## config.mk

```make
export PLATFORM = sky130hd
export DESIGN_NAME = sdramfifo_reader_flat
export DESIGN_NICKNAME = d
export VERILOG_FILES = /design/src/rtl/sdramfifo_pkg.sv /design/src/rtl/sdramfifo_reader_if.sv /design/src/rtl/sdramfifo_outcache.sv /design/src/rtl/sdramfifo_reader.sv /design/src/flat_wrapper.sv
export SDC_FILE = /design/constraint.sdc
export NUM_CORES = 1
export LEC_CHECK = 0
export CORE_MARGIN = 5
export CORE_UTILIZATION = 30
export CTS_CLUSTER_DIAMETER = 50
export DETAILED_ROUTE_END_ITERATION = 12
export PLACE_DENSITY = 0.44
export REMOVE_ABC_BUFFERS = 1
export SLEW_MARGIN = 25
export SYNTH_ARGS = -nofsm -noshare
export SYNTH_HDL_FRONTEND = slang
export SYNTH_HIERARCHICAL = 1
export SYNTH_SLANG_ARGS = --single-unit
export TNS_END_PERCENT = 5
```

## constraint.sdc

```tcl
create_clock -name i_clk -period 9.8 [get_ports i_clk]
set_clock_uncertainty 0.15 [all_clocks]
set_input_delay 2.45 -clock i_clk [delete_from_list [all_inputs] [get_ports i_clk]]
set_output_delay 2.45 -clock i_clk [all_outputs]
set_load 0.05 [all_outputs]
```

## src/rtl/sdramfifo_pkg.sv

```systemverilog
// Shared SDRAM FIFO definitions: geometry, command encodings, timing, reader states, burst address map.
// The writer and reader both decode burst pointers through burst_map so their address layouts always agree.
package sdramfifo_pkg;

  localparam int BANK_WIDTH        = 2;
  localparam int ROW_WIDTH         = 13;
  localparam int COL_WIDTH         = 9;
  localparam int DATA_WIDTH        = 16;
  localparam int BURST_POW_SIZE    = 3;
  localparam int OUTCACHE_POW_SIZE = 6;

  localparam int BA             = BANK_WIDTH + ROW_WIDTH + COL_WIDTH - BURST_POW_SIZE;
  localparam int BURST_LEN      = 1 << BURST_POW_SIZE;
  localparam int OUTCACHE_DEPTH = 1 << OUTCACHE_POW_SIZE;
  localparam int AP_BIT         = 10;

  localparam int CAS_LAT = 2;
  localparam int T_RCD   = 2;
  localparam int T_RP    = 2;

  typedef logic [2:0]               cmd_t;   // {ras, cas, we}, active-low
  typedef logic [OUTCACHE_POW_SIZE:0] cptr_t;

  localparam cmd_t CMD_NOP   = 3'b111;
  localparam cmd_t CMD_ACT   = 3'b011;
  localparam cmd_t CMD_READ  = 3'b101;
  localparam cmd_t CMD_WRITE = 3'b100;
  localparam cmd_t CMD_PRE   = 3'b010;
  localparam cmd_t CMD_REF   = 3'b001;
  localparam cmd_t CMD_MRS   = 3'b000;

  typedef enum logic [5:0] {
    ST_IDLE = 6'b000001,
    ST_REQ  = 6'b000010,
    ST_ACT  = 6'b000100,
    ST_RD   = 6'b001000,
    ST_CAP  = 6'b010000,
    ST_PRE  = 6'b100000
  } state_t;

  typedef struct packed {
    logic [BANK_WIDTH-1:0] ba;
    logic [ROW_WIDTH-1:0]  row;
    logic [COL_WIDTH-1:0]  col;
  } burst_addr_t;

  // Burst pointer layout is {row, bank, colhi}; the column low bits are the in-burst word index.
  function automatic burst_addr_t burst_map(input logic [BA-1:0] p);
    burst_addr_t a;
    a.row = p[BA-1 -: ROW_WIDTH];
    a.ba  = p[COL_WIDTH-BURST_POW_SIZE +: BANK_WIDTH];
    a.col = {p[COL_WIDTH-BURST_POW_SIZE-1:0], {BURST_POW_SIZE{1'b0}}};
    return a;
  endfunction

endpackage

```

## src/rtl/sdramfifo_reader_if.sv

```systemverilog
// Reader-side bundle: writer handshake, shared SDRAM command pins, DQ input and consumer FWFT port.
// slave is the reader's view; master is the view of whatever drives it (writer/arbiter/consumer).
interface sdramfifo_reader_if;
  import sdramfifo_pkg::*;

  logic                  i_init_done;
  logic [BA:0]           i_wr_ptr;
  logic [BA:0]           o_rd_ptr;
  logic                  o_req;
  logic                  i_gnt;
  logic [BANK_WIDTH-1:0] o_sdram_ba;
  logic [ROW_WIDTH-1:0]  o_sdram_addr;
  logic                  o_sdram_ras;
  logic                  o_sdram_cas;
  logic                  o_sdram_we;
  logic [DATA_WIDTH-1:0] i_sdram_data;
  logic                  i_rd;
  logic [DATA_WIDTH-1:0] o_data;
  logic                  o_empty;

  modport slave (
    input  i_init_done, i_wr_ptr, i_gnt, i_sdram_data, i_rd,
    output o_rd_ptr, o_req, o_sdram_ba, o_sdram_addr, o_sdram_ras, o_sdram_cas, o_sdram_we,
           o_data, o_empty
  );

  modport master (
    output i_init_done, i_wr_ptr, i_gnt, i_sdram_data, i_rd,
    input  o_rd_ptr, o_req, o_sdram_ba, o_sdram_addr, o_sdram_ras, o_sdram_cas, o_sdram_we,
           o_data, o_empty
  );

endinterface

```

## src/rtl/sdramfifo_outcache.sv

```systemverilog
// 64-word FWFT out-cache: write lands on the next edge, head word is a combinational read of mem[rptr].
// Pops while empty are dropped; the writer must check fill before committing a burst.
module sdramfifo_outcache
  import sdramfifo_pkg::*;
(
  input  logic                  clk,
  input  logic                  rst_n,
  input  logic                  wr,
  input  logic [DATA_WIDTH-1:0] wdata,
  input  logic                  rd,
  output logic [DATA_WIDTH-1:0] rdata,
  output logic                  empty,
  output cptr_t                 fill
);

  logic [DATA_WIDTH-1:0] mem [OUTCACHE_DEPTH];
  cptr_t                 wptr;
  cptr_t                 rptr;
  logic                  pop;

  assign empty = (wptr == rptr);
  assign fill  = wptr - rptr;
  assign pop   = rd && !empty;
  assign rdata = empty ? '0 : mem[rptr[OUTCACHE_POW_SIZE-1:0]];

  always_ff @(posedge clk or negedge rst_n) begin
    if (!rst_n) begin
      wptr <= '0;
      rptr <= '0;
    end else begin
      if (wr)  wptr <= wptr + 1'b1;
      if (pop) rptr <= rptr + 1'b1;
    end
  end

  always_ff @(posedge clk) begin
    if (wr) mem[wptr[OUTCACHE_POW_SIZE-1:0]] <= wdata;
  end

endmodule

```

## src/rtl/sdramfifo_reader.sv

```systemverilog
// SDRAM FIFO read side: one ACTIVE + READ/auto-precharge burst at a time into the out-cache.
// A burst only starts when the cache can absorb all of it, so capture never has to stall.
module sdramfifo_reader
  import sdramfifo_pkg::*;
(
  input logic               i_clk,
  input logic               i_rst_n,
  sdramfifo_reader_if.slave bus
);

  typedef logic [3:0] cnt_t;

  localparam cptr_t FILL_MAX = cptr_t'(OUTCACHE_DEPTH - BURST_LEN);

  state_t                state, state_nxt;
  cnt_t                  cnt, cnt_nxt;
  cmd_t                  cmd, cmd_nxt;
  logic [BANK_WIDTH-1:0] ba, ba_nxt;
  logic [ROW_WIDTH-1:0]  addr, addr_nxt;
  logic [BA:0]           rd_ptr;
  logic                  adv;
  logic                  cap_wr;
  cptr_t                 fill;
  burst_addr_t           baddr;

  assign baddr = burst_map(rd_ptr[BA-1:0]);

  always_comb begin
    state_nxt = state;
    cnt_nxt   = cnt + 1'b1;
    cmd_nxt   = CMD_NOP;
    ba_nxt    = ba;
    addr_nxt  = addr;
    adv       = 1'b0;
    cap_wr    = 1'b0;
    case (state)
      ST_IDLE: begin
        cnt_nxt = '0;
        if (bus.i_init_done && (bus.i_wr_ptr != rd_ptr) && (fill <= FILL_MAX))
          state_nxt = ST_REQ;
      end
      ST_REQ: begin
        cnt_nxt = '0;
        // ACTIVE goes out on the grant edge itself, no extra bubble.
        if (bus.i_gnt) begin
          state_nxt = ST_ACT;
          cmd_nxt   = CMD_ACT;
          ba_nxt    = baddr.ba;
          addr_nxt  = baddr.row;
        end
      end
      ST_ACT: begin
        if (cnt == cnt_t'(T_RCD - 2)) begin
          state_nxt = ST_RD;
          cnt_nxt   = '0;
        end
      end
      ST_RD: begin
        state_nxt                = ST_CAP;
        cnt_nxt                  = '0;
        cmd_nxt                  = CMD_READ;
        ba_nxt                   = baddr.ba;
        addr_nxt                 = '0;
        addr_nxt[AP_BIT]         = 1'b1;
        addr_nxt[COL_WIDTH-1:0]  = baddr.col;
      end
      ST_CAP: begin
        // cnt 0 ends on the edge the SDRAM latches READ; data follows CAS_LAT edges later.
        cap_wr = (cnt >= cnt_t'(CAS_LAT));
        if (cnt == cnt_t'(CAS_LAT + BURST_LEN - 1)) begin
          state_nxt = ST_PRE;
          cnt_nxt   = '0;
        end
      end
      ST_PRE: begin
        if (cnt == cnt_t'(T_RP - 1)) begin
          state_nxt = ST_IDLE;
          adv       = 1'b1;
        end
      end
      default: state_nxt = ST_IDLE;
    endcase
  end

  always_ff @(posedge i_clk or negedge i_rst_n) begin
    if (!i_rst_n) begin
      state  <= ST_IDLE;
      cnt    <= '0;
      cmd    <= CMD_NOP;
      ba     <= '0;
      addr   <= '0;
      rd_ptr <= '0;
    end else begin
      state <= state_nxt;
      cnt   <= cnt_nxt;
      cmd   <= cmd_nxt;
      ba    <= ba_nxt;
      addr  <= addr_nxt;
      if (adv) rd_ptr <= rd_ptr + 1'b1;
    end
  end

  assign bus.o_req        = (state != ST_IDLE);
  assign bus.o_rd_ptr     = rd_ptr;
  assign bus.o_sdram_ba   = ba;
  assign bus.o_sdram_addr = addr;
  assign {bus.o_sdram_ras, bus.o_sdram_cas, bus.o_sdram_we} = cmd;

  sdramfifo_outcache u_cache (
    .clk   (i_clk),
    .rst_n (i_rst_n),
    .wr    (cap_wr),
    .wdata (bus.i_sdram_data),
    .rd    (bus.i_rd),
    .rdata (bus.o_data),
    .empty (bus.o_empty),
    .fill  (fill)
  );

endmodule

```

## src/flat_wrapper.sv

```systemverilog
// flat-port wrapper written by rule: the top's interface ports become plain ports
module sdramfifo_reader_flat import sdramfifo_pkg::*;
  (i_clk, i_rst_n, bus_i_init_done, bus_i_wr_ptr, bus_i_gnt, bus_i_sdram_data, bus_i_rd, bus_o_rd_ptr, bus_o_req, bus_o_sdram_ba, bus_o_sdram_addr, bus_o_sdram_ras, bus_o_sdram_cas, bus_o_sdram_we, bus_o_data, bus_o_empty);
  sdramfifo_reader_if bus_i ();
  input logic i_clk;
  input logic i_rst_n;
  input wire logic [$bits(bus_i.i_init_done)-1:0] bus_i_init_done;
  input wire logic [$bits(bus_i.i_wr_ptr)-1:0] bus_i_wr_ptr;
  input wire logic [$bits(bus_i.i_gnt)-1:0] bus_i_gnt;
  input wire logic [$bits(bus_i.i_sdram_data)-1:0] bus_i_sdram_data;
  input wire logic [$bits(bus_i.i_rd)-1:0] bus_i_rd;
  output wire logic [$bits(bus_i.o_rd_ptr)-1:0] bus_o_rd_ptr;
  output wire logic [$bits(bus_i.o_req)-1:0] bus_o_req;
  output wire logic [$bits(bus_i.o_sdram_ba)-1:0] bus_o_sdram_ba;
  output wire logic [$bits(bus_i.o_sdram_addr)-1:0] bus_o_sdram_addr;
  output wire logic [$bits(bus_i.o_sdram_ras)-1:0] bus_o_sdram_ras;
  output wire logic [$bits(bus_i.o_sdram_cas)-1:0] bus_o_sdram_cas;
  output wire logic [$bits(bus_i.o_sdram_we)-1:0] bus_o_sdram_we;
  output wire logic [$bits(bus_i.o_data)-1:0] bus_o_data;
  output wire logic [$bits(bus_i.o_empty)-1:0] bus_o_empty;
  assign bus_i.i_init_done = bus_i_init_done;
  assign bus_i.i_wr_ptr = bus_i_wr_ptr;
  assign bus_i.i_gnt = bus_i_gnt;
  assign bus_i.i_sdram_data = bus_i_sdram_data;
  assign bus_i.i_rd = bus_i_rd;
  assign bus_o_rd_ptr = bus_i.o_rd_ptr;
  assign bus_o_req = bus_i.o_req;
  assign bus_o_sdram_ba = bus_i.o_sdram_ba;
  assign bus_o_sdram_addr = bus_i.o_sdram_addr;
  assign bus_o_sdram_ras = bus_i.o_sdram_ras;
  assign bus_o_sdram_cas = bus_i.o_sdram_cas;
  assign bus_o_sdram_we = bus_i.o_sdram_we;
  assign bus_o_data = bus_i.o_data;
  assign bus_o_empty = bus_i.o_empty;
  sdramfifo_reader u_core (.i_clk(i_clk), .i_rst_n(i_rst_n), .bus(bus_i));
endmodule
```

; ---- After elaboration in Yosys (flattened, before gate mapping)
; Memory sizes are Yosys's and may differ from the RTL's.
; Cells that the tools add are included.
[totals]
inputBits = 43
n_memories = 1
elab_cells = 62
ramBits = 1024
out_inout_bits = 58
ff_bits = 64
[memory_table]
columns = name, depth, word_bits, rd, rd_ports_with_merged_regs, wr, line
row1 = u_core.u_cache.mem, 64, 16, 1, 0, 1, sdramfifo_outcache.sv:16  ; logic [DATA_WIDTH-1:0] mem [OUTCACHE_DEPTH];
[op_classes]
eq_ne = 16
reduce_logical = 9
n_lt_le_gt_ge = 2
n_mux = 21
n_addsub = 5
[op_table]
columns = operator, count
row1 = case mux 6 bit (6 select lines), 1
row2 = 2-to-1 mux 6 bit, 5
row3 = case mux 13 bit (2 select lines), 1
row4 = "adder 22 x 1 -> 22 bit, second input constant", 1
row5 = inequality test 22 bit, 1
row6 = 2-to-1 mux 16 bit, 1
row7 = "adder 7 x 1 -> 7 bit, second input constant", 2
row8 = 2-to-1 mux 13 bit, 1
row9 = case mux 4 bit (3 select lines), 1
row10 = 2-to-1 mux 4 bit, 2
row11 = "inequality test 2 x 1 -> 1 bit, second input constant", 4
row12 = equality test 7 bit, 1
row13 = "<= comparator 7 x 6 -> 1 bit, second input constant", 1
row14 = subtractor 7 bit, 1
row15 = "equality test 6 x 1 -> 1 bit, second input constant", 1
row16 = "equality test 6 x 2 -> 1 bit, second input constant", 1
row17 = "equality test 6 x 3 -> 1 bit, second input constant", 1
row18 = "equality test 6 x 4 -> 1 bit, second input constant", 1
row19 = "equality test 6 x 5 -> 1 bit, second input constant", 1
row20 = "equality test 6 bit, second input constant", 1
row21 = "inequality test 6 x 1 -> 1 bit, second input constant", 1
row22 = case mux 3 bit (2 select lines), 1
row23 = 2-to-1 mux 1 bit, 5
row24 = AND reduction 5 bit, 1
row25 = other kinds (14), 16

; ---- Depth between registers and ports, before layout
; Gate-level depths: netlist of run 1.
[logic_depth]
ltp_word = 5
ltp_mapped = 13

; ---- Modules after synthesis
; Netlist of run 1, hierarchy kept.
[by_module_without_submodules]
columns = mod, cells_each, area_per_inst_um2, n_inst, seq_area_each_um2
row1 = sdramfifo_outcache, 1803, 39907.0, 1, 31099.8
row2 = sdramfifo_reader, 247, 2553.7, 1, 1229.9

; ---- Worst setup path after synthesis of run 1
; No wires, ideal clock.
[synth_timing]
kind = flip-flop to output port
start = reg u_core.u_cache.rptr[2]
end = out bus_o_data[6]
required_ns = 7.200
arrival_time_ns = 3.351
stages_incl_launch_ff = 12
path_slack_ns = 3.849
path_buffers = 3
cell_sequence = dfrtp_1 > inv_2 > buf_1 > ha_1 > nand4_1 > nor4_2 > or2_2 > clkbuf_2 > buf_2 > a211o_1 > a31oi_1 > a221o_1
[synth_between]
elab_chain_len = 2
elab_cells_between_ends = 3
cone_classes = eq/ne: 1 / mux: 1 / memory: 1
[synth_rtl]
columns = item, line
row1 = start: declaration, sdramfifo_outcache.sv:18  ; cptr_t rptr;
row2 = start signal: assignment, sdramfifo_outcache.sv:32  ; if (pop) rptr <= rptr + 1'b1;
row3 = equality test 7 bit, sdramfifo_outcache.sv:21  ; assign empty = (wptr == rptr);
row4 = named net bus_o_empty, flat_wrapper.sv:20  ; output wire logic [$bits(bus_i.o_empty)-1:0] bus_o_empty;
row5 = 2-to-1 mux 16 bit, sdramfifo_outcache.sv:24  ; assign rdata = empty ? '0 : mem[rptr[OUTCACHE_POW_SIZE-1:0]];
row6 = end: declaration, flat_wrapper.sv:19  ; output wire logic [$bits(bus_i.o_data)-1:0] bus_o_data;
; The timed path passes the listed nets, and every way through them passes these cells.

; ---- Worst setup path after layout of run 1
[layout_timing]
start = reg u_core.u_cache.rptr[3]
end = out bus_o_data[6]
[layout_between]
elab_chain_len = 2
elab_cells_between_ends = 3
cone_classes = eq/ne: 1 / mux: 1 / memory: 1
[layout_rtl]
columns = item, line
row1 = memory read (64 x 16 bit) / equality test 7 bit (equally long branches), -
row2 = 2-to-1 mux 16 bit (*), sdramfifo_outcache.sv:24
; Every way passes the cells marked *; elsewhere a longest branch is shown, timed or not.

==> flow_summary.toml, run 1 <==
[outcome]
outcome = "finished, final reports clean"

[drt]
vias = 21000
firstDrtPassIters = 5
drt_iter0_drc = 1748
postRouteAntennaNets = 0
wl_mm = 114
viasPerCell = 4.92
avgRoutedWirePerCell_um = 26.7
drc = 0

[synth]
synth-edff-count = 1024
synthFlopType = "edfxtp_1"
synthArstFlopShare_pct = 5.80
syn_area_per_cell_um2 = 20.7
synthDistinctLibCells = 63
yosysWarnings = 6
synth-seq-cells = 1087
ys_seq_area_share_pct = 76.1
synth_area_mm2 = 0.0425
synth_cells = 2050

[timing]
fin_crit_ps = 7930
finalCritPeriodShare_pct = 80.9
tns_ps = 0
maxSlewViolCount = 0
rsz0062_at_grt = "false"
relSlewSlack_pct = 31.1
worst_slew_pin_slew_ps = 1030
finalHoldViolCount = 0
clock.fmax_mhz = 126
setup_viol = 0

[clock_network]
cts_setup_buffers = 0
clkTransAtPathRegs_ps = 50
cts_buffer_depth = 3
cts_hold_buf = 0
cts_tree = "done"
cts.sinks = 1087
htreeDepth = 4
cts_buffers = 131
clock_latency_ps = 740
cts_resized = 0
root_buffer = "clkbuf_16"

[setup_path]
end_kind = "primary output"
rr_worst_depth = 12
start_kind = "flop"
cpPeakStageDelay_ps = 850
crit_slowest_cell = "clkdlybuf4s50_1"
path_cells = "inv_1 -> ha_1 -> nand4_1 -> nor4_2 -> or2_2 -> a211o_1 -> a31oi_1 -> a221o_1 -> clkdlybuf4s50_1"
worstPathArrival_ps = 5330
required_ps = 7200
worstPathMaxFanout = 16
path_class = "flop to primary output"

[die]
core_mm2 = 0.141
dieArea_mm2 = 0.149
die_y_um = 386
start_util_pct = 30.1
die_x_um = 386
rows = 138
num_io_pins = 101

[power_and_ir_drop]
vdd_drop_max_mv = 0.338
power.density_mw_per_mm2 = 275
power_uw = 13800
switching_share_pct = 32.4
p_comb_share_pct = 28.8
p_clk_share_pct = 33.4
intPower_uw = 9330
power_frac_seq_pct = 37.8
switchingPower_uw = 4480
leakagePower_uw = 0.0160

[place]
placed_cell_area_mm2 = 0.0461
port_buffers = 99
place_inst = 4032
place_congestion = 0.820
dp_hpwl_mm = 67.9

[finish]
area_growth_pct = 18.3
num-fill-cells = 13100
final_area_mm2 = 0.0502
nNetsFinal = 2332
utilization_pct = 35.6
drive_gt1_share_pct = 25.7
fin_cells = 4269

[global_route]
grt-ovfl-total = 0
grt_pass1_wl_mm = 163
grt_pass1_vias = 22100
grt_start_max_net_pins = 87
grt.total_usage_pct = 15.3
antenna_found_initial = 3

[min_path]
hp-class = "flop to flop"
min_path_cells = 1

[flow_run]
maxCapViolations = 0
-- worst max-delay path: cells and delay by family (launching register included) --
| kind | cells | cell delay, ps |
|---|---|---|
| adders and majority gates | 1 | 480 |
| AOI/OAI and AO/OA | 3 | 1230 |
| buffers and inverters | 2 | 1370 |
| DFF | 1 | 830 |
| and+or+nand+nor | 3 | 660 |
-- Yosys cell counts (all sizes together), types with 7 or more instances --
cell type | count | share of area [%]
nand4 | 15 | 0.22
a21oi | 29 | 0.34
nor3 | 7 | 0.12
buf | 56 | 0.89
mux4 | 242 | 13
clkbuf | 50 | 0.45
a211o | 7 | 0.14
edfxtp | 1024 | 72
nand2 | 63 | 0.56
xnor2 | 47 | 0.97
nand3 | 26 | 0.32
o22ai | 32 | 0.47
nor2 | 103 | 0.91
mux2 | 17 | 0.45
ha | 13 | 0.38
a31oi | 7 | 0.10
a221o | 17 | 0.40
o21ai | 12 | 0.14
a22oi | 82 | 1.4
mux2i | 36 | 0.85
nor2b | 11 | 0.16
a211oi | 9 | 0.16
dfrtp | 60 | 3.5
inv | 14 | 0.12
xor2 | 16 | 0.33
-- sequential cells by signal, summed over array words and instances, names as in the netlist --
register	flops
u_core/bus.o_rd_ptr	22
u_core/bus.o_sdram_addr	13
u_core/bus.o_sdram_ba	2
u_core/cmd	2
u_core/cnt	4
u_core/state	6
u_core/u_cache/mem	1024
u_core/u_cache/rptr	7
u_core/u_cache/wptr	7
-- cell type report --
class	count	area (um^2)	share of cell area (%)
flip-flops and latches	1087	32300	64.4
clock buffers	157	3480	6.93
multi-input cells	843	9620	19.1
clock inverters	78	659	1.31
diodes	2	5.00	0.00997
well taps	1890	2360	4.71
inverters	14	52.6	0.105
repair buffers	198	1710	3.40
-- kinds of logic (layout without fill, tap and decap cells) --
group	after synthesis	in the layout	share of synthesized area [%]
xor gates and xnor gates	63	63	1.30
other	1	3	0.00883
muxes	295	295	14.2
AOI/OAI and AO/OA	212	212	3.57
adders and majority gates	14	14	0.430
DFF	1087	1087	76.1
and+or+nand+nor	258	258	2.90
buffers and inverters	120	447	1.46
-- metal layers --
metal | routed length (um) | up-vias | part of all wire, % | GRT usage [%]
met3 | 7290 | 158 | 6.4 | 4.07
met1 | 48100 | 11300 | 42 | 19.9
met2 | 55600 | 569 | 49 | 25.3
met5 | 0 | - | 0 | 0
met4 | 3080 | 0 | 2.7 | 4.66
li1 | - | 8985 | - | -
-- worst paths after layout --
| path | from | to | slack [ps] |
|---|---|---|---|
| max | u_core/u_cache/rptr[3]$_DFFE_PN0P_ | bus_o_data[6] | 1870 |
| min in group asynchronous | i_rst_n | u_core/bus.o_sdram_ba[0]$_DFFE_PN0P_ | 1660 |
| max in group asynchronous | i_rst_n | u_core/u_cache/rptr[0]$_DFFE_PN0P_ | 7270 |
| min reg2reg | u_core/u_cache/wptr[6]$_DFFE_PN0P_ | u_core/u_cache/wptr[6]$_DFFE_PN0P_ | 360 |
| max reg2reg | u_core/u_cache/rptr[2]$_DFFE_PN0P_ | u_core/state[1]$_DFFE_PN0P_ | 6000 |
| min | u_core/u_cache/wptr[6]$_DFFE_PN0P_ | u_core/u_cache/wptr[6]$_DFFE_PN0P_ | 360 |
-- placed cells by master (no fill, tap or decap), drive strengths merged, types with 3 or more instances in the layout --
cell type      Yosys  final
nand3             26     26
nand4             15     15
dfrtp             60     60
o21ai             12     12
o22ai             32     32
or3                5      5
xnor2             47     47
a22oi             82     82
nor3               7      7
mux2i             36     36
mux2              17     17
clkdlybuf4s50      0     82
inv               14     27
a31oi              7      7
edfxtp          1024   1024
bufinv             0      6
xor2              16     16
dfstp              3      3
a221o             17     17
nand2             63     63
nor4               6      6
and3               6      6
nor2             103    103
ha                13     13
or2                3      3
a21o               4      4
nand2b             3      3
a211oi             9      9
mux4             242    242
clkinv             0     52
buf               56    116
nor2b             11     11
clkinvlp           0      7
a211o              7      7
a311o              6      6
nand3b             4      4
clkbuf            50    157
a21oi             29     29
-- through the flow --
step                hold WS [ps]  setup WS [ps]
global placement             342           2830
floorplan                    310          -5250
detailed placement           357           2740
finish                       362           1870
CTS                          368           1920
global route                 386           1680
-- power by group through the flow --
stage / clock, uW / sequential [uW] / combinational (uW)
final: 4620 / 5220 / 3980
after global routing: 4950 / 5220 / 4220
after CTS: 4760 / 5220 / 4050
after detailed placement: 0 / 5310 / 4040
after global placement: 0 / 5310 / 4060
after floorplan: 0 / 5640 / 2830
Note: power is estimated with default switching activity, not from simulation.
==> run 2: changes to the inputs <==
Settings changed: PLACE_DENSITY 0.44 to 0.45.
Clock period 9.8 ns to 6.5 ns, I/O delays scaled along.
==> flow_summary.toml, run 2 (synthesis results as in run 1) <==
[global_route]
antenna_found_initial = 1
grt.total_usage_pct = 15.5
grt_start_max_net_pins = 84
grt_pass1_wl_mm = 164
grt-ovfl-total = 0
grt_pass1_vias = 22200

[timing]
clock.fmax_mhz = 159
maxSlewViolCount = 0
fin_crit_ps = 6280
worst_slew_pin_slew_ps = 1050
relSlewSlack_pct = 29.9
rsz0062_at_grt = "false"
setup_viol = 0
finalCritPeriodShare_pct = 96.7
finalHoldViolCount = 0

[place]
dp_hpwl_mm = 67.6
port_buffers = 99
place_congestion = 0.813
place_inst = 4045

[setup_path]
worstPathMaxFanout = 21
rr_worst_depth = 8
crit_slowest_cell = "dfrtp_1"
r2r_start = "u_core/state[1]$_DFFE_PN0P_"
path_class = "flop to primary output"
path_delay_family = "compound AO/OA/AOI/OAI gates"
worst-path-buf-inv = 3
start_kind = "flop"
path_cells = "inv_1 -> ha_1 -> inv_1 -> nor4_2 -> or2_2 -> a211o_1 -> a31oi_1 -> a311o_1 -> buf_4"
end_kind = "primary output"
required_ps = 4720
worstPathArrival_ps = 4510
rrSetupSlack_ps = 2210
path_common_cell = "inv_1"
r2r-end = "u_core/u_cache/mem[29][1]$_DFFE_PP_"
cpPeakStageDelay_ps = 860

[drt]
postRouteAntennaNets = 0
drt_iter0_drc = 1957
avgRoutedWirePerCell_um = 27.1
vias = 21400
viasPerCell = 4.99
drc = 0
wl_mm = 116
firstDrtPassIters = 5

[finish]
final_common_cell = "edfxtp_1"
drive_gt1_share_pct = 26.2
utilization_pct = 35.8
fin_cells = 4288
area_growth_pct = 18.9
n_antenna_cell = 0
largest_reg_flops = 1024
layout_common_cells = "edfxtp_1, mux4_2, clkbuf_16"
nNetsFinal = 2351

[clock_network]
cts_tree = "done"
cts_hold_buf = 0
clkTransAtPathRegs_ps = 50
htreeDepth = 4
root_buffer = "clkbuf_16"
cts_buffers = 136
clock_latency_ps = 750
cts.sinks = 1087
cts_buffer_depth = 3

[power_and_ir_drop]
power.density_mw_per_mm2 = 419
leakagePower_uw = 0.0162
vdd_drop_max_mv = 0.545
power_uw = 21100

[min_path]
min_from = "u_core/u_cache/wptr[6]$_DFFE_PN0P_"
min_to = "u_core/u_cache/wptr[6]$_DFFE_PN0P_"
hp-class = "flop to flop"
min_path_cells = 1

[die]
die_x_um = 386
dieArea_mm2 = 0.149
start_util_pct = 30.1
die_y_um = 386
rows = 138
num_io_pins = 101
core_mm2 = 0.141

[outcome]
outcome = "finished, final reports clean"

[flow_run]
maxCapViolations = 0
run 2: cell types whose count changed in the layout (fill, tap and decap cells not counted), sizes merged:
cell	previous run	this run
clkdlybuf4s50	82	66
inv	27	30
clkbuf	157	160
diode	2	0
clkinvlp	7	8
buf	116	146
run 2: how the worst max path moves through the flow:
stage                                            start              to  slack [ps]  depth (start not counted)
floorplan           u_core/u_cache/rptr[0]$_DFFE_PN0P_  bus_o_data[10]       -7730                          5
global placement    u_core/u_cache/rptr[3]$_DFFE_PN0P_  bus_o_data[15]         820                          9
detailed placement  u_core/u_cache/rptr[3]$_DFFE_PN0P_  bus_o_data[15]         760                          9
CTS                 u_core/u_cache/rptr[0]$_DFFE_PN0P_   bus_o_data[2]          90                          7
global route        u_core/u_cache/rptr[4]$_DFFE_PN0P_  bus_o_data[15]          50                          9
finish              u_core/u_cache/rptr[4]$_DFFE_PN0P_  bus_o_data[15]         220                          9
run 2: stage by stage:
step	TNS (ps)	hold WS (ps)	worst slack (ps)	cell area (um^2)
after floorplan	-181420	310	-7730	41900
after global placement	0	334	824	46100
after detailed placement	0	333	755	46100
after CTS	0	344	88.6	50400
after global routing	0	368	53.5	50500
final	0	342	216	50500
run 2: layer usage:
metal	vias up	track usage (%)	wire, um
li1	9047	-	-
met1	11600	21.8	52200
met2	621	24.7	55300
met4	0	3.96	2190
met5	-	0	0
met3	140	2.96	6520
run 2: worst register-to-register path, cell delays in order, from the launching register on:
cell	delay [ps]
dfrtp_1	490
nor4_4	480
nand2_1	180
a21oi_1	180
buf_4	270
nor2b_1	300
nand3_1	570
nor2_1	1010
buf_4	360
run 2: area by class of cell:
type | count | area (um^2)
flip-flops and latches | 1087 | 32300
well taps | 1890 | 2360
inverters | 14 | 52.6
clock inverters | 82 | 757
clock buffers | 160 | 3560
repair buffers | 212 | 1830
fillers | 13100 | 90600
multi-input cells | 843 | 9570
run 2: power by group:
part / internal [uW] / switching, uW / total, uW / leakage, uW
Sequential: 7710 / 173 / 7880 / 0.00999
Clock: 4200 / 2960 / 7170 / 0.00208
Combinational: 2300 / 3780 / 6080 / 0.00410
Total: 14200 / 6920 / 21100 / 0.0162
run 2: timing repair:
action                                  in CTS  in global routing
endpoints found under the setup margin       6                  1
pin swaps                                    0                  0
gates resized for setup                      1                  0
buffers inserted                             0                  1
